==> src/rtl/datamem_pkg.sv <==
// Shared types and sizing helpers for the parametrised data memory.
package datamem_pkg;

  typedef enum logic {ST_INIT, ST_RUN} state_e;

  function automatic int calc_depth(input int addr_w);
    return 1 << addr_w;
  endfunction

  function automatic int calc_nbytes(input int data_w);
    return data_w / 8;
  endfunction

  // Only one or two registered read stages are supported.
  function automatic bit rd_lat_legal(input int lat);
    return (lat == 1) || (lat == 2);
  endfunction

  localparam int DEF_DATA_W = 16;
  localparam int DEF_ADDR_W = 4;
  localparam int DEF_RD_LAT = 1;
  localparam int DEPTH      = calc_depth(DEF_ADDR_W);
  localparam int NBYTES     = calc_nbytes(DEF_DATA_W);
  localparam bit RD_LAT_OK  = rd_lat_legal(DEF_RD_LAT);

endpackage

==> src/rtl/datamem_if.sv <==
// Load/store bus between the CPU and datamem_param, keeping the *_DM naming.
// DATAMEM_BYTE_WRITE_EN adds the per-byte write enable be_DM.
interface datamem_if #(
  parameter int DATA_W = 16
);
  localparam int NBYTES = DATA_W / 8;

  logic              req_DM;
  logic              we_DM;
  logic [15:0]       addDM;
  logic [DATA_W-1:0] dataDM;
`ifdef DATAMEM_BYTE_WRITE_EN
  logic [NBYTES-1:0] be_DM;
`endif
  logic              ready_DM;
  logic              valid_DM;
  logic [DATA_W-1:0] outDM;
  logic              err_DM;

`ifdef DATAMEM_BYTE_WRITE_EN
  modport master (output req_DM, we_DM, addDM, dataDM, be_DM,
                  input  ready_DM, valid_DM, outDM, err_DM);
  modport slave  (input  req_DM, we_DM, addDM, dataDM, be_DM,
                  output ready_DM, valid_DM, outDM, err_DM);
`else
  modport master (output req_DM, we_DM, addDM, dataDM,
                  input  ready_DM, valid_DM, outDM, err_DM);
  modport slave  (input  req_DM, we_DM, addDM, dataDM,
                  output ready_DM, valid_DM, outDM, err_DM);
`endif

endinterface

==> src/rtl/datamem_rdpipe.sv <==
// Read-result pipeline: LAT stages of {valid, err, data}; the last data stage
// only loads on a valid result so it doubles as the held outDM value.
module datamem_rdpipe #(
  parameter int DATA_W = 16,
  parameter int LAT    = 1
) (
  input  logic              clk,
  input  logic              rst,
  input  logic              in_valid,
  input  logic              in_err,
  input  logic [DATA_W-1:0] in_data,
  output logic              valid_o,
  output logic              err_o,
  output logic [DATA_W-1:0] data_o
);

  logic [LAT-1:0]    valid_q, valid_d;
  logic [LAT-1:0]    err_q, err_d;
  logic [DATA_W-1:0] data_q [LAT];
  logic [DATA_W-1:0] data_d [LAT];

  always_comb begin
    valid_d[0] = in_valid;
    err_d[0]   = in_err;
    data_d[0]  = in_data;
    for (int i = 1; i < LAT; i++) begin
      valid_d[i] = valid_q[i-1];
      err_d[i]   = err_q[i-1];
      data_d[i]  = data_q[i-1];
    end
    if (!valid_d[LAT-1]) data_d[LAT-1] = data_q[LAT-1];
  end

  always_ff @(posedge clk) begin
    if (rst) begin
      valid_q <= '0;
      err_q   <= '0;
      for (int i = 0; i < LAT; i++) data_q[i] <= '0;
    end else begin
      valid_q <= valid_d;
      err_q   <= err_d;
      for (int i = 0; i < LAT; i++) data_q[i] <= data_d[i];
    end
  end

  assign valid_o = valid_q[LAT-1];
  assign err_o   = err_q[LAT-1];
  assign data_o  = data_q[LAT-1];

endmodule

==> src/rtl/datamem_param.sv <==
// Single-port data memory with post-reset clear, range check and pipelined reads.
// Optional per-byte writes are enabled by defining DATAMEM_BYTE_WRITE_EN.
module datamem_param
  import datamem_pkg::*;
#(
  parameter int DATA_W = 16,
  parameter int ADDR_W = 4,
  parameter int RD_LAT = 1
) (
  input  logic      clk,
  input  logic      rst,
  datamem_if.slave  bus
);

  localparam int MEM_DEPTH  = calc_depth(ADDR_W);
  localparam int MEM_NBYTES = calc_nbytes(DATA_W);
  // An unsupported latency falls back to a single read stage.
  localparam int PIPE_LAT   = rd_lat_legal(RD_LAT) ? RD_LAT : 1;

  state_e            state_q, state_d;
  logic [ADDR_W-1:0] init_cnt_q, init_cnt_d;
  logic              wr_err_q, wr_err_d;
  logic [DATA_W-1:0] mem_q [MEM_DEPTH];

  logic              addr_oor;
  logic [ADDR_W-1:0] addr_idx;
  logic              wr_en;
  logic [ADDR_W-1:0] wr_idx;
  logic [DATA_W-1:0] wr_data, wr_mask;
  logic              rd_valid, rd_err;
  logic [DATA_W-1:0] rd_data;
  logic              pipe_err;

  assign addr_idx = bus.addDM[ADDR_W-1:0];
  assign addr_oor = (bus.addDM >> ADDR_W) != 16'd0;

  always_comb begin
    state_d      = state_q;
    init_cnt_d   = init_cnt_q;
    wr_err_d     = 1'b0;
    wr_en        = 1'b0;
    wr_idx       = init_cnt_q;
    wr_data      = '0;
    wr_mask      = '1;
    rd_valid     = 1'b0;
    rd_err       = 1'b0;
    rd_data      = '0;
    bus.ready_DM = 1'b0;
    case (state_q)
      ST_INIT: begin
        wr_en      = 1'b1;
        init_cnt_d = init_cnt_q + 1'b1;
        if (init_cnt_q == ADDR_W'(MEM_DEPTH - 1)) state_d = ST_RUN;
      end
      ST_RUN: begin
        bus.ready_DM = 1'b1;
        // Reset wins over a request presented on the same edge.
        if (bus.req_DM && !rst) begin
          if (bus.we_DM) begin
            wr_err_d = addr_oor;
            wr_en    = !addr_oor;
            wr_idx   = addr_idx;
            wr_data  = bus.dataDM;
`ifdef DATAMEM_BYTE_WRITE_EN
            for (int i = 0; i < MEM_NBYTES; i++)
              wr_mask[i*8 +: 8] = {8{bus.be_DM[i]}};
`endif
          end else begin
            rd_valid = 1'b1;
            rd_err   = addr_oor;
            rd_data  = addr_oor ? '0 : mem_q[addr_idx];
          end
        end
      end
      default: state_d = ST_INIT;
    endcase
  end

  always_ff @(posedge clk) begin
    if (rst) begin
      state_q    <= ST_INIT;
      init_cnt_q <= '0;
      wr_err_q   <= 1'b0;
    end else begin
      state_q    <= state_d;
      init_cnt_q <= init_cnt_d;
      wr_err_q   <= wr_err_d;
    end
  end

  always_ff @(posedge clk) begin
    if (wr_en) mem_q[wr_idx] <= (mem_q[wr_idx] & ~wr_mask) | (wr_data & wr_mask);
  end

  datamem_rdpipe #(
    .DATA_W (DATA_W),
    .LAT    (PIPE_LAT)
  ) u_rdpipe (
    .clk      (clk),
    .rst      (rst),
    .in_valid (rd_valid),
    .in_err   (rd_err),
    .in_data  (rd_data),
    .valid_o  (bus.valid_DM),
    .err_o    (pipe_err),
    .data_o   (bus.outDM)
  );

  assign bus.err_DM = pipe_err | wr_err_q;

endmodule

==> src/flat_wrapper.sv <==
// flat-port wrapper written by rule: the top's interface ports become plain ports
module datamem_param_flat import datamem_pkg::*;
#(
  parameter int DATA_W = 16,
  parameter int ADDR_W = 4,
  parameter int RD_LAT = 1
)
  (clk, rst, bus_req_DM, bus_we_DM, bus_addDM, bus_dataDM, bus_ready_DM, bus_valid_DM, bus_outDM, bus_err_DM);
  datamem_if #(.DATA_W(DATA_W)) bus_i ();
  input  logic clk;
  input  logic rst;
  input wire logic [$bits(bus_i.req_DM)-1:0] bus_req_DM;
  input wire logic [$bits(bus_i.we_DM)-1:0] bus_we_DM;
  input wire logic [$bits(bus_i.addDM)-1:0] bus_addDM;
  input wire logic [$bits(bus_i.dataDM)-1:0] bus_dataDM;
  output wire logic [$bits(bus_i.ready_DM)-1:0] bus_ready_DM;
  output wire logic [$bits(bus_i.valid_DM)-1:0] bus_valid_DM;
  output wire logic [$bits(bus_i.outDM)-1:0] bus_outDM;
  output wire logic [$bits(bus_i.err_DM)-1:0] bus_err_DM;
  assign bus_i.req_DM = bus_req_DM;
  assign bus_i.we_DM = bus_we_DM;
  assign bus_i.addDM = bus_addDM;
  assign bus_i.dataDM = bus_dataDM;
  assign bus_ready_DM = bus_i.ready_DM;
  assign bus_valid_DM = bus_i.valid_DM;
  assign bus_outDM = bus_i.outDM;
  assign bus_err_DM = bus_i.err_DM;
  datamem_param #(.DATA_W(DATA_W), .ADDR_W(ADDR_W), .RD_LAT(RD_LAT)) u_core (.clk(clk), .rst(rst), .bus(bus_i));
endmodule
==> config.mk <==
export PLATFORM = sky130hd
export DESIGN_NAME = datamem_param_flat
export DESIGN_NICKNAME = d
export VERILOG_FILES = /design/src/rtl/datamem_pkg.sv /design/src/rtl/datamem_if.sv /design/src/rtl/datamem_rdpipe.sv /design/src/rtl/datamem_param.sv /design/src/flat_wrapper.sv
export SDC_FILE = /design/constraint.sdc
export NUM_CORES = 1
export LEC_CHECK = 0
export CELL_PAD_IN_SITES_DETAIL_PLACEMENT = 0
export CELL_PAD_IN_SITES_GLOBAL_PLACEMENT = 2
export CORE_ASPECT_RATIO = 1.1
export CORE_MARGIN = 1
export CORE_UTILIZATION = 51
export CTS_CLUSTER_SIZE = 12
export DETAILED_ROUTE_END_ITERATION = 16
export MAX_ROUTING_LAYER = met4
export PLACE_DENSITY_LB_ADDON = 0.3
export SYNTH_ARGS = -nofsm -noshare
export SYNTH_HDL_FRONTEND = slang
export SYNTH_HIERARCHICAL = 1
export SYNTH_SLANG_ARGS = --single-unit
export TNS_END_PERCENT = 10
==> constraint.sdc <==
create_clock -name clk -period 4 [get_ports clk]
set_input_delay 0.8 -clock clk [delete_from_list [all_inputs] [get_ports clk]]
set_output_delay 0.8 -clock clk [all_outputs]
set_load 0.02 [all_outputs]
==> run metrics, run 1 <==
Iter 0 DRT Violations 400; Post-Route WL 23,200 um; CP endpoint u_core/mem_q[5][6]; Syn. warnings 6; NumNets Final 651; Tcrit/Tclk final 77.6%; setup_tns 0 ns; DRT Pass-1 Iters 5; Placer Congestion 0.758; Max stage delay on crit path 0.65 ns; Worst Hold Class reg -> reg; mux share of post-synthesis cell area 17.9%; vias in the first global route 5,548; Total Power 5.85 mW; DR DRC count 0; xor/xnor share of the synthesized area 0.239%; Max Slew Vio Count 0; Leak 3.82 nW; HPWL Detailed 14,800 um; post-CTS resize count 0; Syn Nets 571; routed vias/inst 5.74; DIE HEIGHT 156 um; PortBufs 54; core area 21,200 um2; r2r startpoint u_core/state_q; Site Rows 56; post-synthesis simple-gate area fraction 3.85%; Setup WS post-layout 0.897 ns; initial core utilization 51.9%; actual slew at the worst max-slew pin 0.812 ns; grt total ovfl 0; cts hold-fix bufs 0; Max-cap violations 0; cell mode on critical path buf_4; Max clock buf depth 3; largest net degree at the start of global routing 38; diode count 0; die area 22,200 um2; post-synthesis compound-gate area fraction 1.84%; die extent in x 142 um; critical path data required time 4.23 ns; fin crit period 3.10 ns; largest family of logic cells by synthesized area multiplexers; DR vias 5,279; Root Buffer clkbuf_16; postcts setup bufs 0; Total GRT Usage 22.8%; WS Path Type in -> reg; Worst Path Arrival 3.33 ns; Seq/Total Area, Yosys 74.1%; Yosys reg bits 280; Syn Inst Count 534; Highest Clock Rate 322 MHz; synth unique cells 35; cells along the critical path clkdlybuf4s50_1, and4b_1, buf_4, a31oi_1, nor2_1, buf_4; Avg Cell Area, Syn 20.6 um2; critical path's slowest cell nor2_1; mapped cell area 11,000 um2; status finished, final reports clean; Crit. End Element flop; # setup viols final 0; pre-CTS setup slack 0.351 ns; Slew HR 45.8%; clock-pin slew on the worst setup and hold paths 0.06 ns; proportion of layout cells with a drive suffix above 1 22.2%; worst skew pair latency 0.53 ns; Final Hold Vio Count 0; CP Launch Point rst; clock skew 0.0143 ns; startpoint type of the worst setup path primary input; total CTS buffers 28; TritonCTS clock tree yes; H-tree depth 1; clk sink count 280; first-pass GRT wire length 35,000 um; initial antenna violation count 0; unrepaired setup endpoints after global routing no; wire per inst 25.2 um; PD cells 459 nW/um2; IO Count 55; Reg2Reg Depth 5; area grow syn2layout 15.7%; Post-Synth Adder-Cell Area 0.114%; worst-path fanout max 19; Peak VDD IR 446 uV; R2R Setup Slk 1.34 ns; Antenna Violating Nets Remaining 0; worst reg2reg endpoint u_core/mem_q[5][6]
==> worst min-delay path by stage <==
stage                                    end  cells after the start  slack (ns)                     startpoint
3_3_place_gp   u_core/u_rdpipe/data_q[0][14]                      2        0.47  u_core/u_rdpipe/data_q[0][14]
5_1_grt        u_core/u_rdpipe/data_q[0][10]                      2        0.53  u_core/u_rdpipe/data_q[0][10]
4_1_cts        u_core/u_rdpipe/data_q[0][15]                      2        0.50  u_core/u_rdpipe/data_q[0][15]
2_1_floorplan                 u_core/state_q                      2        0.48           u_core/init_cnt_q[3]
6_report       u_core/u_rdpipe/data_q[0][15]                      2        0.50  u_core/u_rdpipe/data_q[0][15]
3_5_place_dp   u_core/u_rdpipe/data_q[0][15]                      2        0.48  u_core/u_rdpipe/data_q[0][15]
==> through the flow <==
step	utilization (%)	cell area (um2)	cells	hold slack, ns
2_1_floorplan	-	11000	534	0.476
3_3_place_gp	56.2	11900	874	0.474
3_5_place_dp	56.2	11900	874	0.483
4_1_cts	60.0	12700	920	0.501
5_1_grt	60.0	12700	920	0.531
6_report	60.0	12700	920	0.496
==> kinds of logic (layout without fill, tap and decap cells) <==
group	Yosys count	after routing
buffers and inverters	32	128
AOI/OAI and AO/OA	22	22
adders and majority gates	1	1
muxes	117	117
and+or+nand+nor	79	79
DFF	280	280
xor gates and xnor gates	3	3
==> power by group <==
| group | leakage, nW | switching [mW] | internal [mW] | total, mW |
|---|---|---|---|---|
| Sequential | 2.24 | 0.0193 | 3.22 | 3.24 |
| Combinational | 1.19 | 0.149 | 0.132 | 0.281 |
| Clock | 0.390 | 0.985 | 1.34 | 2.32 |
| Total | 3.82 | 1.15 | 4.69 | 5.85 |
==> sequential cells by signal (all words and copies together) (netlist names) <==
name and flops:
u_core/wr_err_q 1, u_core/u_rdpipe/err_o 1, u_core/mem_q 256, u_core/init_cnt_q 4, u_core/u_rdpipe/valid_o 1, u_core/u_rdpipe/data_q 16, u_core/state_q 1
==> worst max-delay path, delay by kind of cell <==
kind,cells,cell delay [ns]
buffers and inverters,3,1.15
and+or+nand+nor,2,1.19
AOI/OAI and AO/OA,1,0.18
==> synth_stat cells (all sizes together) <==
library cell | number | area [um2]
or2 | 2 | 12.5
edfxtp | 256 | 7690
nor3 | 1 | 5.00
a21oi | 1 | 5.00
and4b | 1 | 10.0
xor2 | 2 | 17.5
mux4 | 64 | 1440
or3b | 1 | 8.76
and4bb | 1 | 12.5
a31oi | 4 | 25.0
and3b | 1 | 8.76
nor4 | 3 | 37.5
buf | 22 | 170
clkbuf | 7 | 26.3
mux2i | 51 | 510
nor3b | 2 | 15.0
dfxtp | 24 | 480
nor2 | 37 | 139
inv | 3 | 11.3
nand2 | 2 | 7.51
and2 | 18 | 113
xnor2 | 1 | 8.76
mux2 | 2 | 22.5
nor2b | 3 | 18.8
a41o | 1 | 10.0
nand3 | 6 | 30.0
nand4 | 1 | 6.26
o22ai | 16 | 163
ha | 1 | 12.5
==> routing by layer <==
layer,part of all wire [%],up-vias,GRT usage [%]
met2,50,204,36.4
li1,-,2333,-
met3,6.5,32,3.47
met1,41,2710,30.6
met4,2.4,0,6.96
met5,0,-,-
==> final cells by class <==
class / count / area, um2
multi-input cells: 222 / 2640
inverters: 3 / 11.3
clock buffers: 42 / 785
clock inverters: 4 / 17.5
repair buffers: 79 / 758
flip-flops and latches: 280 / 8170
well taps: 290 / 363
fillers: 1543 / 8490
==> layout by cell type, fill, tap and decap left out, drive strengths merged <==
cell type      netlist  final
and2                18     18
and3b                1      1
a21oi                1      1
clkdlybuf4s50        0     52
mux2                 2      2
and4b                1      1
a31oi                4      4
clkbuf               7     42
nor2                37     37
and4bb               1      1
nor3                 1      1
dfxtp               24     24
nand3                6      6
xor2                 2      2
nand4                1      1
nand2                2      2
mux2i               51     51
nor2b                3      3
edfxtp             256    256
xnor2                1      1
nor4                 3      3
nor3b                2      2
o22ai               16     16
a41o                 1      1
ha                   1      1
or2                  2      2
or3b                 1      1
buf                 22     27
mux4                64     64
inv                  3      3
clkinv               0      4
(Power assumes the default switching activity.)
==> run 2, diff against run 1 <==
--- a/config.mk
+++ b/config.mk
@@ -9,7 +9,7 @@
 export CELL_PAD_IN_SITES_GLOBAL_PLACEMENT = 2
 export CORE_ASPECT_RATIO = 1.1
 export CORE_MARGIN = 1
-export CORE_UTILIZATION = 51
+export CORE_UTILIZATION = 42
 export CTS_CLUSTER_SIZE = 12
 export DETAILED_ROUTE_END_ITERATION = 16
 export MAX_ROUTING_LAYER = met4
==> constraint.sdc (replaced) <==
create_clock -name clk -period 2.55 [get_ports clk]
set_input_delay 0.51 -clock clk [delete_from_list [all_inputs] [get_ports clk]]
set_output_delay 0.51 -clock clk [all_outputs]
set_load 0.02 [all_outputs]
==> run 2 against run 1 <==
Effect of this change: worst hold slack worse by 0.00050 ns; flip-flop and latch count did not move; count of clock-buffer cells in the layout increased by 4; clock skew decreased by 0.0041 ns; register-to-register slack worse by 1.0 ns; first-iteration DRC count rose by 3.0%; via count is 3.5% higher; largest cell class unchanged.
==> run metrics, run 2 (same netlist as run 1, synthesis figures left out) <==
commonest non-fill, non-tap cell in the layout edfxtp_1; Antenna Violating Nets Remaining 0 (unchanged); total CTS buffers 29 (+3.6%); status finished, final reports clean; critical path data required time 2.79 ns (-1.44 ns); area grow syn2layout 20.9%; DRT Pass-1 Iters 6 (+1); diode count 0 (unchanged); Final Hold Vio Count 0 (unchanged); worst skew pair latency 0.53 ns (about the same); DIE HEIGHT 172 um (+10%); startpoint type of the worst setup path flop; Total GRT Usage 19.8% (-3.0 points); wire per inst 23.9 um (-5.0%); PortBufs 54 (unchanged); proportion of layout cells with a drive suffix above 1 26.8% (+4.6 points); FF+latch area 8170 um2 (unchanged); Placed Instances 969 (+11%); routed vias/inst 5.34 (-6.9%); biggest regs u_core/mem_q (256), u_core/u_rdpipe/data_q (16), u_core/init_cnt_q (4); DR vias 5,462 (+3.5%); Crit. End Element flop; unrepaired setup endpoints after global routing no; clock skew 0.0102 ns (-0.00412 ns); NumNets Final 691 (+6.1%); Tcrit/Tclk final 88.2%; most frequent cells in the layout edfxtp_1, mux4_2, clkdlybuf4s50_1, mux2i_1, buf_4; Max-cap violations 0 (unchanged); die area 26,900 um2 (+21%); cts hold-fix bufs 0 (unchanged); H-tree depth 1 (unchanged); largest net degree at the start of global routing 30 (-21%); grt total ovfl 0 (unchanged); PD cells 699 nW/um2 (+52%); initial core utilization 43.2% (-8.7 points); Max Slew Vio Count 0 (unchanged); Slew HR 49.4% (+3.6 points); Biggest register u_core/mem_q; TritonCTS clock tree yes; worst-path fanout max 10 (-9); Worst Hold Class reg -> reg; Site Rows 61 (+8.9%); first-pass GRT wire length 36,500 um (+4.3%); Post-Route WL 24,500 um (+5.6%); max reg flops 256 (unchanged); Multi-input gate area 2640 um2 (unchanged); Highest Clock Rate 445 MHz; die extent in x 156 um (+10%); DR DRC count 0 (unchanged); initial antenna violation count 0 (unchanged); HPWL Detailed 16,300 um (+10%); Final Non-Filler Cells 1,022 (+11%); Placer Congestion 0.786 (+3.7%); IO Count 55 (unchanged); Leak 4.08 nW (+6.9%); Fillers 2,036 (+32%); fin crit period 2.25 ns; Peak VDD IR 530 uV (+19%); clock-pin slew on the worst setup and hold paths 0.06 ns (about the same); core area 25,500 um2 (+20%); Max clock buf depth 3 (unchanged); Worst Path Arrival 2.48 ns (-0.85 ns); Total Power 9.31 mW (+59%); WS Path Type reg -> reg; post-CTS resize count 0 (unchanged); postcts setup bufs 0 (unchanged); # setup viols final 0 (unchanged); vias in the first global route 5,640 (+1.7%); Root Buffer clkbuf_16; clk sink count 280 (unchanged); actual slew at the worst max-slew pin 0.758 ns (-0.0541 ns); Iter 0 DRT Violations 412 (+3.0%)
-- run 2: cell count changes in the layout (fill, tap and decap cells not counted) --
cell / previous run / this run
clkbuf_8: 1 / 0
clkbuf_1: 12 / 17
buf_4: 23 / 47
inv_8: 0 / 1
buf_12: 3 / 18
clkinv_2: 2 / 4
-- run 2: metal layers --
| metal | vias up | wire length (um) | global-route usage, % |
|---|---|---|---|
| li1 | 2425 | - | - |
| met1 | 2878 | 10200 | 25.6 |
| met2 | 126 | 12600 | 33.0 |
| met3 | 33 | 1100 | 2.66 |
| met4 | 0 | 542 | 5.92 |
| met5 | - | 0 | - |
-- run 2: worst max-delay path: stages, from the launching register on --
cell     delay, ns
dfxtp_1       0.46
and4b_1       0.43
mux2i_1       0.26
nand3_1       0.19
nor2_1        0.32
buf_4         0.27
-- run 2: path summary, 6_finish.rpt --
kind,slack (ns),depth (start not counted),end,startpoint
min reg2reg,0.50,2,u_core/u_rdpipe/data_q[0][6],u_core/u_rdpipe/data_q[0][6]
max reg2reg,0.30,5,u_core/mem_q[10][0],u_core/state_q
max,0.30,5,u_core/mem_q[10][0],u_core/state_q
min,0.50,2,u_core/u_rdpipe/data_q[0][6],u_core/u_rdpipe/data_q[0][6]
-- run 2: report_power, final --
group | total, mW | internal [mW] | switching [mW]
sequential | 5.09 | 5.06 | 0.0285
combinational | 0.476 | 0.239 | 0.237
clock | 3.75 | 2.11 | 1.64
-- run 2: area by class of cell --
cell class	count	area share (%)
Sequential cell	280	61.3
Multi-Input combinational cell	222	19.8
Timing Repair Buffer	118	9.30
Clock buffer	46	5.93
Tap cell	346	3.25
Clock inverter	7	0.291
Inverter	3	0.0845
-- run 2: metrics by stage --
stage / setup TNS [ns] / instance area (um2) / util, % / setup slack, ns / hold slack [ns]
after floorplan: 0 / 11000 / - / 0.0533 / 0.476
after global placement: -19.44 / 12500 / 49.0 / -0.185 / 0.475
after detailed placement: -34.57 / 12500 / 49.0 / -0.219 / 0.488
after CTS: 0 / 13300 / 52.2 / 0.283 / 0.504
after global routing: 0 / 13300 / 52.2 / 0.143 / 0.526
final: 0 / 13300 / 52.2 / 0.301 / 0.495
